**src/rtl/nx_loader_pkg.sv**
```systemverilog
// Shared encodings for the nx_riscv boot loader: targets, FSM states,
// command-word field positions and address stepping constants.
package nx_loader_pkg;

  typedef enum logic [1:0] {
    TGT_INST = 2'b00,
    TGT_DATA = 2'b01,
    TGT_REG  = 2'b10,
    TGT_GO   = 2'b11
  } target_t;

  typedef enum logic [2:0] {
    ST_IDLE = 3'd0,
    ST_ADDR = 3'd1,
    ST_DATA = 3'd2,
    ST_CSUM = 3'd3,
    ST_RUN  = 3'd4,
    ST_ERR  = 3'd5
  } state_t;

  localparam int CMD_TGT_MSB   = 31;
  localparam int CMD_TGT_LSB   = 30;
  localparam int CMD_CNT_LSB   = 0;
  localparam int REGFILE_DEPTH = 32;
  localparam int RAM_ADDR_STEP = 4;
  localparam int REG_ADDR_STEP = 1;

  // Bits between the count field and the target field must be zero.
  function automatic logic cmd_reserved_clear(input logic [31:0] cmd, input int cnt_w);
    logic [31:0] reserved_mask;
    reserved_mask = 32'h3FFF_FFFF & ~((32'h1 << cnt_w) - 32'h1);
    return (cmd & reserved_mask) == 32'h0;
  endfunction

  function automatic logic is_ram_target(input target_t tgt);
    return (tgt == TGT_INST) || (tgt == TGT_DATA);
  endfunction

endpackage

```
**src/rtl/nx_loader_stall_timer.sv**
```systemverilog
// Stall watchdog for the boot loader: counts idle cycles inside a packet and
// flags expiry at LIMIT. LIMIT == 0 never expires.
module nx_loader_stall_timer #(
  parameter int LIMIT = 1024
) (
  input  logic clk,
  input  logic rst_n,
  input  logic enable,
  input  logic clear,
  output logic expire
);

  localparam int W = (LIMIT > 0) ? $clog2(LIMIT + 1) : 1;
  localparam logic [W-1:0] LIMIT_W = W'(LIMIT);

  logic [W-1:0] count_reg;
  logic         at_limit;

  assign at_limit = (count_reg == LIMIT_W);
  assign expire   = (LIMIT != 0) && at_limit;

  // Saturates at the limit so a disabled timer (LIMIT == 0) simply holds 0.
  always_ff @(posedge clk or negedge rst_n) begin
    if (!rst_n) begin
      count_reg <= '0;
    end else if (clear) begin
      count_reg <= '0;
    end else if (enable && !at_limit) begin
      count_reg <= count_reg + 1'b1;
    end
  end

endmodule

```
**src/rtl/nx_boot_loader.sv**
```systemverilog
// Boot loader for nx_riscv: streams cmd/addr/payload words into the core's
// init ports and holds the core in reset until GO. Optional trailing checksum
// word enabled with NX_LOADER_CHECKSUM_EN.
module nx_boot_loader
  import nx_loader_pkg::*;
#(
  parameter int STALL_TIMEOUT = 1024,
  parameter int CNT_W         = 16
) (
  input  logic        clk,
  input  logic        rst_n,
  input  logic        ld_valid,
  output logic        ld_ready,
  input  logic [31:0] ld_data,
  output logic        inst_ram_wen,
  output logic [31:0] inst_ram_waddr,
  output logic [31:0] inst_ram_wdata,
  output logic        data_ram_wen_initial,
  output logic [31:0] data_ram_waddr_initial,
  output logic [31:0] data_ram_wdata_initial,
  output logic        regfile_wen_initial,
  output logic [4:0]  regfile_waddr_initial,
  output logic [31:0] regfile_wdata_initial,
  output logic        core_rst_n,
  output logic        ld_busy,
  output logic        ld_done,
  output logic        ld_err
);

  state_t           state_reg, state_next;
  target_t          tgt_reg, tgt_next;
  logic [CNT_W-1:0] remain_reg, remain_next;
  logic [31:0]      addr_reg, addr_next;
  logic             inst_wen_reg, inst_wen_next;
  logic             data_wen_reg, data_wen_next;
  logic             reg_wen_reg, reg_wen_next;
  logic [31:0]      wr_addr_reg, wr_addr_next;
  logic [31:0]      wr_data_reg, wr_data_next;

  logic             transfer;
  logic             stall_expire;
  target_t          cmd_tgt;
  logic [33:0]      reg_end;

  assign transfer = ld_valid && ld_ready;
  assign cmd_tgt  = target_t'(ld_data[CMD_TGT_MSB:CMD_TGT_LSB]);
  assign reg_end  = {2'b00, ld_data} + 34'(remain_reg);

  assign ld_ready   = (state_reg == ST_IDLE) || (state_reg == ST_ADDR) ||
                      (state_reg == ST_DATA) || (state_reg == ST_CSUM);
  assign ld_busy    = (state_reg == ST_ADDR) || (state_reg == ST_DATA) ||
                      (state_reg == ST_CSUM);
  assign ld_done    = (state_reg == ST_RUN);
  assign ld_err     = (state_reg == ST_ERR);
  assign core_rst_n = (state_reg == ST_RUN);

  // The three init ports share one registered address/data pair; only the
  // selected strobe qualifies it.
  assign inst_ram_wen           = inst_wen_reg;
  assign inst_ram_waddr         = wr_addr_reg;
  assign inst_ram_wdata         = wr_data_reg;
  assign data_ram_wen_initial   = data_wen_reg;
  assign data_ram_waddr_initial = wr_addr_reg;
  assign data_ram_wdata_initial = wr_data_reg;
  assign regfile_wen_initial    = reg_wen_reg;
  assign regfile_waddr_initial  = wr_addr_reg[4:0];
  assign regfile_wdata_initial  = wr_data_reg;

  nx_loader_stall_timer #(
    .LIMIT (STALL_TIMEOUT)
  ) u_stall_timer (
    .clk    (clk),
    .rst_n  (rst_n),
    .enable (ld_busy && !transfer),
    .clear  (!ld_busy || transfer),
    .expire (stall_expire)
  );

`ifdef NX_LOADER_CHECKSUM_EN
  logic [31:0] csum_reg, csum_next;

  always_comb begin
    csum_next = csum_reg;
    if (transfer) begin
      case (state_reg)
        ST_IDLE:          csum_next = ld_data;
        ST_ADDR, ST_DATA: csum_next = csum_reg + ld_data;
        default:          csum_next = csum_reg;
      endcase
    end
  end

  always_ff @(posedge clk or negedge rst_n) begin
    if (!rst_n) begin
      csum_reg <= '0;
    end else begin
      csum_reg <= csum_next;
    end
  end
`endif

  always_comb begin
    state_next    = state_reg;
    tgt_next      = tgt_reg;
    remain_next   = remain_reg;
    addr_next     = addr_reg;
    inst_wen_next = 1'b0;
    data_wen_next = 1'b0;
    reg_wen_next  = 1'b0;
    wr_addr_next  = wr_addr_reg;
    wr_data_next  = wr_data_reg;

    case (state_reg)
      ST_IDLE: begin
        if (transfer) begin
          if (!cmd_reserved_clear(ld_data, CNT_W)) begin
            state_next = ST_ERR;
          end else if (cmd_tgt == TGT_GO) begin
            state_next = ST_RUN;
          end else begin
            tgt_next    = cmd_tgt;
            remain_next = ld_data[CMD_CNT_LSB +: CNT_W];
            state_next  = ST_ADDR;
          end
        end
      end

      ST_ADDR: begin
        if (stall_expire) begin
          state_next = ST_ERR;
        end else if (transfer) begin
          addr_next = ld_data;
          if (is_ram_target(tgt_reg) && (ld_data[1:0] != 2'b00)) begin
            state_next = ST_ERR;
          end else if ((tgt_reg == TGT_REG) && (reg_end > 34'(REGFILE_DEPTH))) begin
            state_next = ST_ERR;
          end else if (remain_reg == '0) begin
            state_next = ST_IDLE;
          end else begin
            state_next = ST_DATA;
          end
        end
      end

      ST_DATA: begin
        if (stall_expire) begin
          state_next = ST_ERR;
        end else if (transfer) begin
          inst_wen_next = (tgt_reg == TGT_INST);
          data_wen_next = (tgt_reg == TGT_DATA);
          reg_wen_next  = (tgt_reg == TGT_REG);
          wr_addr_next  = addr_reg;
          wr_data_next  = ld_data;
          addr_next     = addr_reg + (is_ram_target(tgt_reg) ? 32'(RAM_ADDR_STEP)
                                                              : 32'(REG_ADDR_STEP));
          remain_next   = remain_reg - 1'b1;
          if (remain_reg == CNT_W'(1)) begin
`ifdef NX_LOADER_CHECKSUM_EN
            state_next = ST_CSUM;
`else
            state_next = ST_IDLE;
`endif
          end
        end
      end

`ifdef NX_LOADER_CHECKSUM_EN
      ST_CSUM: begin
        if (stall_expire) begin
          state_next = ST_ERR;
        end else if (transfer) begin
          state_next = (ld_data == csum_reg) ? ST_IDLE : ST_ERR;
        end
      end
`endif

      ST_RUN:  state_next = ST_RUN;
      ST_ERR:  state_next = ST_ERR;
      default: state_next = ST_ERR;
    endcase
  end

  always_ff @(posedge clk or negedge rst_n) begin
    if (!rst_n) begin
      state_reg    <= ST_IDLE;
      tgt_reg      <= TGT_INST;
      remain_reg   <= '0;
      addr_reg     <= '0;
      inst_wen_reg <= 1'b0;
      data_wen_reg <= 1'b0;
      reg_wen_reg  <= 1'b0;
      wr_addr_reg  <= '0;
      wr_data_reg  <= '0;
    end else begin
      state_reg    <= state_next;
      tgt_reg      <= tgt_next;
      remain_reg   <= remain_next;
      addr_reg     <= addr_next;
      inst_wen_reg <= inst_wen_next;
      data_wen_reg <= data_wen_next;
      reg_wen_reg  <= reg_wen_next;
      wr_addr_reg  <= wr_addr_next;
      wr_data_reg  <= wr_data_next;
    end
  end

endmodule

```
**config.mk**
```make
export PLATFORM = sky130hd
export DESIGN_NAME = nx_boot_loader
export DESIGN_NICKNAME = d
export VERILOG_FILES = /design/src/rtl/nx_loader_pkg.sv /design/src/rtl/nx_loader_stall_timer.sv /design/src/rtl/nx_boot_loader.sv
export SDC_FILE = /design/constraint.sdc
export NUM_CORES = 1
export LEC_CHECK = 0
export CORE_UTILIZATION = 45
export DETAILED_ROUTE_END_ITERATION = 6
export GPL_TIMING_DRIVEN = 1
export PLACE_DENSITY_LB_ADDON = 0.25
export SYNTH_ARGS = -nofsm -noshare
export SYNTH_HDL_FRONTEND = slang
export SYNTH_SLANG_ARGS = --single-unit
export TNS_END_PERCENT = 20
```
**constraint.sdc**
```tcl
create_clock -name clk -period 3.99 [get_ports clk]
set_clock_uncertainty 0.2 [all_clocks]
set_input_delay 1.197 -clock clk [delete_from_list [all_inputs] [get_ports clk]]
set_output_delay 1.197 -clock clk [all_outputs]
set_load 0.1 [all_outputs]
```
# Word level (Yosys, flattened, before mapping)

Index checks and enable logic that the tools add are counted.

Output and inout port bits: 173
Register bits: 131

Muxes and demuxes: 35
Reductions and logical operators: 28
Equality and inequality tests: 20
Add/subtract/negate cells: 4
Bitwise logic cells: 2
$lt $le $gt $ge: 1

Operator list:

| operator                                                                 | number |
|---|---|
| 32-bit 2-to-1 mux                                                        | 4 |
| 16-bit 2-to-1 mux                                                        | 5 |
| 32-bit case mux with 2 select lines                                      | 1 |
| 32-bit by 16-bit adder with 33-bit output                                | 1 |
| 33-bit by 6-bit > comparator with 1-bit output (second input constant)   | 1 |
| 3-bit 2-to-1 mux                                                         | 11 |
| 32-bit by 3-bit adder with 32-bit output                                 | 1 |
| 32-bit zero test                                                         | 1 |
| 16-bit case mux with 2 select lines                                      | 1 |
| 11-bit 2-to-1 mux                                                        | 2 |
| 16-bit by 1-bit == test with 1-bit output (second input constant)        | 1 |
| 16-bit zero test                                                         | 1 |
| 16-bit by 1-bit subtractor with 16-bit output (second input constant)    | 1 |
| 2-bit inequality test (second input constant)                            | 6 |
| 3-bit case mux with 4 select lines                                       | 1 |
| 11-bit by 1-bit adder with 11-bit output (second input constant)         | 1 |
| 11-bit == test (second input constant)                                   | 1 |
| 1-bit 2-to-1 mux                                                         | 9 |
| 4-bit AND reduction                                                      | 2 |
| 2-bit nonzero test                                                       | 4 |
| 1-bit logical OR                                                         | 7 |
| 3-bit by 2-bit == test with 1-bit output (second input constant)         | 2 |
| 3-bit == test (second input constant)                                    | 2 |
| 3-bit by 2-bit inequality test with 1-bit output (second input constant) | 2 |
| other kinds (14)                                                         | 22 |

# Logic depth before layout (Yosys ltp)

Depth in word-level cells: 10
Mapped depth: 11
Depth with buffers taken out: 11

# Hierarchy

From an unflattened synthesis, not the netlist that was laid out.

Cell total of the unflattened synthesis: 989
Area, all modules: 8,694.6 µm²

Modules (own cells, without submodules):

| module                | seq. area each (µm²) | area an instance (µm²) | instances | cells each |
|---|---|---|---|---|
| nx_boot_loader        | 3,002.9              | 7,985.2                | 1         | 911 |
| nx_loader_stall_timer | 275.3                | 709.4                  | 1         | 78 |

# Worst setup path after synthesis

OpenSTA, ideal clock, no wires.

Path kind: register to output
Start: reg state_reg[2]
End: out ld_done
Data arrival time: 3.882 ns
Slack: -1.289 ns
Data required time: 2.593 ns
Cell stages (with the launch flop): 5
Buffers on the path: 2
Cell sequence: dfrtp_1 > clkbuf_1 > inv_1 > nor3_1 > buf_4

Word-level cells in the longest chain between the ends: 1

RTL lines:

| element                  | line                  | source |
|---|---|---|
| start: declaration       | nx_boot_loader.sv:30  | `state_t state_reg, state_next;` |
| start signal: assignment | nx_boot_loader.sv:195 | `state_reg <= state_next;` |
| 3-bit == test            | -                     |  |
| end: declaration         | nx_boot_loader.sv:26  | `output logic ld_done,` |

No other way between the ends.

# Worst setup path in the final report

Start: in ld_data[23]
End: reg state_reg[0]

Word-level cells in the longest chain between the ends: 8

RTL lines:

| element                                        | line                  | source |
|---|---|---|
| start: declaration                             | nx_boot_loader.sv:14  | `input logic [31:0] ld_data,` |
| 32-bit by 16-bit adder with 33-bit output      | nx_boot_loader.sv:47  | `assign reg_end = {2'b00, ld_data} + 34'(remain_reg);` |
| 33-bit by 6-bit > comparator with 1-bit output | nx_boot_loader.sv:135 | `end else if ((tgt_reg == TGT_REG) && (reg_end > 34'(REGFILE_DEPTH))) begin` |
| 1-bit logical AND                              | nx_boot_loader.sv:135 |  |
| 3-bit 2-to-1 mux                               | nx_boot_loader.sv:135 |  |
| 3-bit 2-to-1 mux                               | nx_boot_loader.sv:133 | `if (is_ram_target(tgt_reg) && (ld_data[1:0] != 2'b00)) begin` |
| 3-bit 2-to-1 mux                               | nx_boot_loader.sv:131 | `end else if (transfer) begin` |
| 3-bit 2-to-1 mux                               | nx_boot_loader.sv:129 | `if (stall_expire) begin` |
| 3-bit case mux with 4 select lines (*)         | nx_boot_loader.sv:113 | `case (state_reg)` |

Every way passes the cells marked *; elsewhere a longest branch is shown, timed or not. The select of a mux whose other input is x is not followed.
A chain may end at the register's enable or synchronous reset.

==> flow_summary.json <==
{
  "tightestPinTransition_ps": 836,
  "place.gp.congestion": 0.935,
  "clk_latency_ps": 430,
  "drcViolationCount": 0,
  "worstPathRequired_ps": 4090,
  "critPathKind": "input port to flop",
  "layout_min_cycle_time_ps": 3850,
  "pwr-share-clk_pct": 49.2,
  "combinationalPowerShare_pct": 9.4,
  "antenna_found_initial": 0,
  "cts.reportedPaths.clkPinSlew_ps": 70,
  "synth_cell_types": 66,
  "power_switching_uw": 857,
  "syn-mean-instance-area_um2": 8.75,
  "htree_levels": 4,
  "vias_per_cell": 5.79,
  "dpl.hpwl_um": 20600,
  "intPower_uw": 2360,
  "irDropWorstVdd_uv": 296,
  "hold_class": "flop to flop",
  "switching_share_pct": 26.7,
  "placed_cells": 1450,
  "grt_use_total_pct": 28.4,
  "start_util_pct": 46.3,
  "async_flop_share_pct": 100,
  "grt-ovfl-total": 0,
  "tritoncts": "yes",
  "yosys.area.top_type": "dfrtp_1",
  "drive_gt1_share_pct": 40.3,
  "endpoint_kind": "flop",
  "antenna_cells": 0,
  "area_delta_synth_final_pct": 37.4,
  "core_um2": 18800,
  "setup_viol": 0,
  "synth_flop_cell": "dfrtp_1",
  "fillerInstances": 1588,
  "postRouteAntennaNets": 0,
  "slew_headroom_pct": 44.1,
  "seqPwrFrac_pct": 41.3,
  "cts_buffer_depth": 2,
  "yosys-top-cells-area": "dfrtp_1 38%, buf_4 8.9%, mux2_2 8.1%, a21oi_1 4.5%, o21ai_0 4.4%",
  "wl_um": 28400,
  "synth_nets": 1056,
  "grt_max_degree": 64,
  "cp-start-kind": "input port",
  "final_area_um2": 12000,
  "hold_viol": 0,
  "grt_first_pass_wirelength_um": 43500,
  "mappedNetlistArea_um2": 8720,
  "num_io_pins": 208,
  "root_buffer": "clkbuf_16",
  "powerDensity_nw_per_um2": 268,
  "clock-sinks": 131,
  "grt_pass1_vias": 8028,
  "yosysWarnings": 0,
  "yosysTopAreaCellShare_pct": 37.6,
  "numCtsBuffers": 17,
  "ctsHoldBuffers": 0,
  "rows": 50,
  "post_drt_wl_per_cell_um": 19.0,
  "finalCritPeriodShare_pct": 96.4,
  "die_x_um": 141,
  "status": "finished clean",
  "holdPathStages": 2,
  "dr.pass1.iters": 6,
  "stdcell_count": 1497,
  "arrival_ps": 3950,
  "synth_cells": 996,
  "finalNetCount": 1284,
  "cp_max_fo": 3,
  "port_buffers": 207,
  "synth-edff-count": 0,
  "p_leak_uw": 0.00576,
  "worst-r2r-cell-count": 12,
  "die_area_um2": 19900,
  "vias": 8661,
  "max_cap_viol_count": 0,
  "seq_area_frac_synth_pct": 37.6,
  "first_iter_violations": 768,
  "max_freq_ghz": 0.260,
  "synth-seq-cells": 131,
  "chipHeight_um": 141,
  "placed_area_um2": 10900,
  "maxSlewViolCount": 0
}
==> path summary, 6_finish.rpt <==
kind	from	slack (ps)	endpoint
worst max-delay path	ld_data[23]	140	state_reg[0]$_DFFE_PN0P_
min in group asynchronous	rst_n	550	data_ram_wdata_initial[27]$_DFFE_PN0P_
worst min register to register	data_ram_waddr_initial[24]$_DFFE_PN0P_	310	data_ram_waddr_initial[24]$_DFFE_PN0P_
worst min-delay path	data_ram_waddr_initial[24]$_DFFE_PN0P_	310	data_ram_waddr_initial[24]$_DFFE_PN0P_
max in group asynchronous	rst_n	2320	addr_reg[19]$_DFFE_PN0P_
worst max register to register	remain_reg[1]$_DFFE_PN0P_	540	state_reg[0]$_DFFE_PN0P_
==> power groups by stage <==
stage | Sequential, uW | Combinational [uW] | Clock [uW]
after global placement | 1350 | 273 | 0
after CTS | 1330 | 286 | 1600
after detailed placement | 1350 | 272 | 0
after floorplan | 1350 | 87.0 | 0
final | 1330 | 303 | 1580
after global routing | 1330 | 325 | 1660
==> stage by stage <==
stage	power [uW]	setup WS [ps]	hold slack (ps)	TNS [ps]	util (%)
5_1_grt	3310	-9.66	334	-9.66	63.6
4_1_cts	3210	0.874	318	0	62.2
3_3_place_gp	1630	-733	291	-2120	57.7
3_5_place_dp	1630	-817	303	-2360	57.7
2_1_floorplan	1440	-71.3	267	-71.3	-
6_report	3210	143	313	0	63.6
==> cells in the final DEF (no fill, tap or decap), types with 10 or more instances in the layout <==
cell type | Yosys | routed
and3_1 | 16 | 15
nand2_1 | 74 | 72
xnor2_1 | 12 | 12
a21oi_1 | 79 | 73
o22ai_1 | 19 | 18
nor3_1 | 25 | 22
inv_1 | 17 | 17
o21ai_0 | 76 | 74
ha_1 | 24 | 10
dfrtp_1 | 131 | 131
nor2_1 | 93 | 92
buf_4 | 103 | 324
ha_4 | 0 | 13
mux2_2 | 63 | 63
dlymetal6s2s_1 | 0 | 11
nand3_1 | 33 | 29
nand4_1 | 17 | 17
a31oi_1 | 16 | 15
clkbuf_16 | 0 | 17
==> critical path: stages <==
cell             delay, ps
clkdlybuf4s50_1        520
nand2_2                100
or3_4                  410
a22oi_2                140
o2111ai_1              130
or4_4                  570
nor4_4                 310
nand4_1                180
nor4_4                 260
o22ai_1                130
==> layer usage <==
layer | global-route usage (%) | wire (um) | part of all wire (%)
met1 | 38.6 | 12300 | 43
met2 | 45.6 | 13300 | 47
met3 | 5.54 | 2090 | 7.4
met4 | 9.04 | 686 | 2.4
met5 | 0 | 0 | 0
==> area by class of cell <==
| cell class | instances | area (um^2) | area share [%] |
|---|---|---|---|
| Timing Repair Buffer | 367 | 2900 | 24.2 |
| Clock inverter | 14 | 143 | 1.19 |
| Multi-Input combinational cell | 690 | 4830 | 40.3 |
| Tap cell | 260 | 325 | 2.72 |
| Sequential cell | 131 | 3280 | 27.4 |
| Clock buffer | 18 | 439 | 3.67 |
| Inverter | 17 | 63.8 | 0.533 |
==> cells in the mapped netlist, types with 6 or more instances <==
library cell / count
or3_1: 8
nor4_1: 9
mux2_2: 63
nor3_1: 25
a2111oi_0: 6
o22ai_1: 19
a31oi_1: 16
xnor2_1: 12
clkbuf_1: 50
xor2_1: 6
a21oi_1: 79
o21a_1: 10
nand4_1: 17
buf_4: 103
o211ai_1: 6
nor2_1: 93
nand3_1: 33
and3_1: 16
a22oi_1: 10
o21ai_0: 76
nand2_1: 74
inv_1: 17
ha_1: 24
dfrtp_1: 131
==> cells by family after synthesis <==
logic type	count (synthesis)	synth area share [%]
and+or+nand+nor	314	17.7
AOI/OAI and AO/OA	268	18.8
buffers and inverters	175	12.0
DFF	131	37.6
muxes	65	8.37
adders and majority gates	25	3.67
xor gates and xnor gates	18	1.81
==> what timing repair did <==
action	4_1_cts	5_1_grt
buffers inserted	7	8
endpoints found under the setup margin	3	3
pin swaps	21	28
gates resized for setup	57	56
No activity file was read; power rests on OpenSTA's default activity.
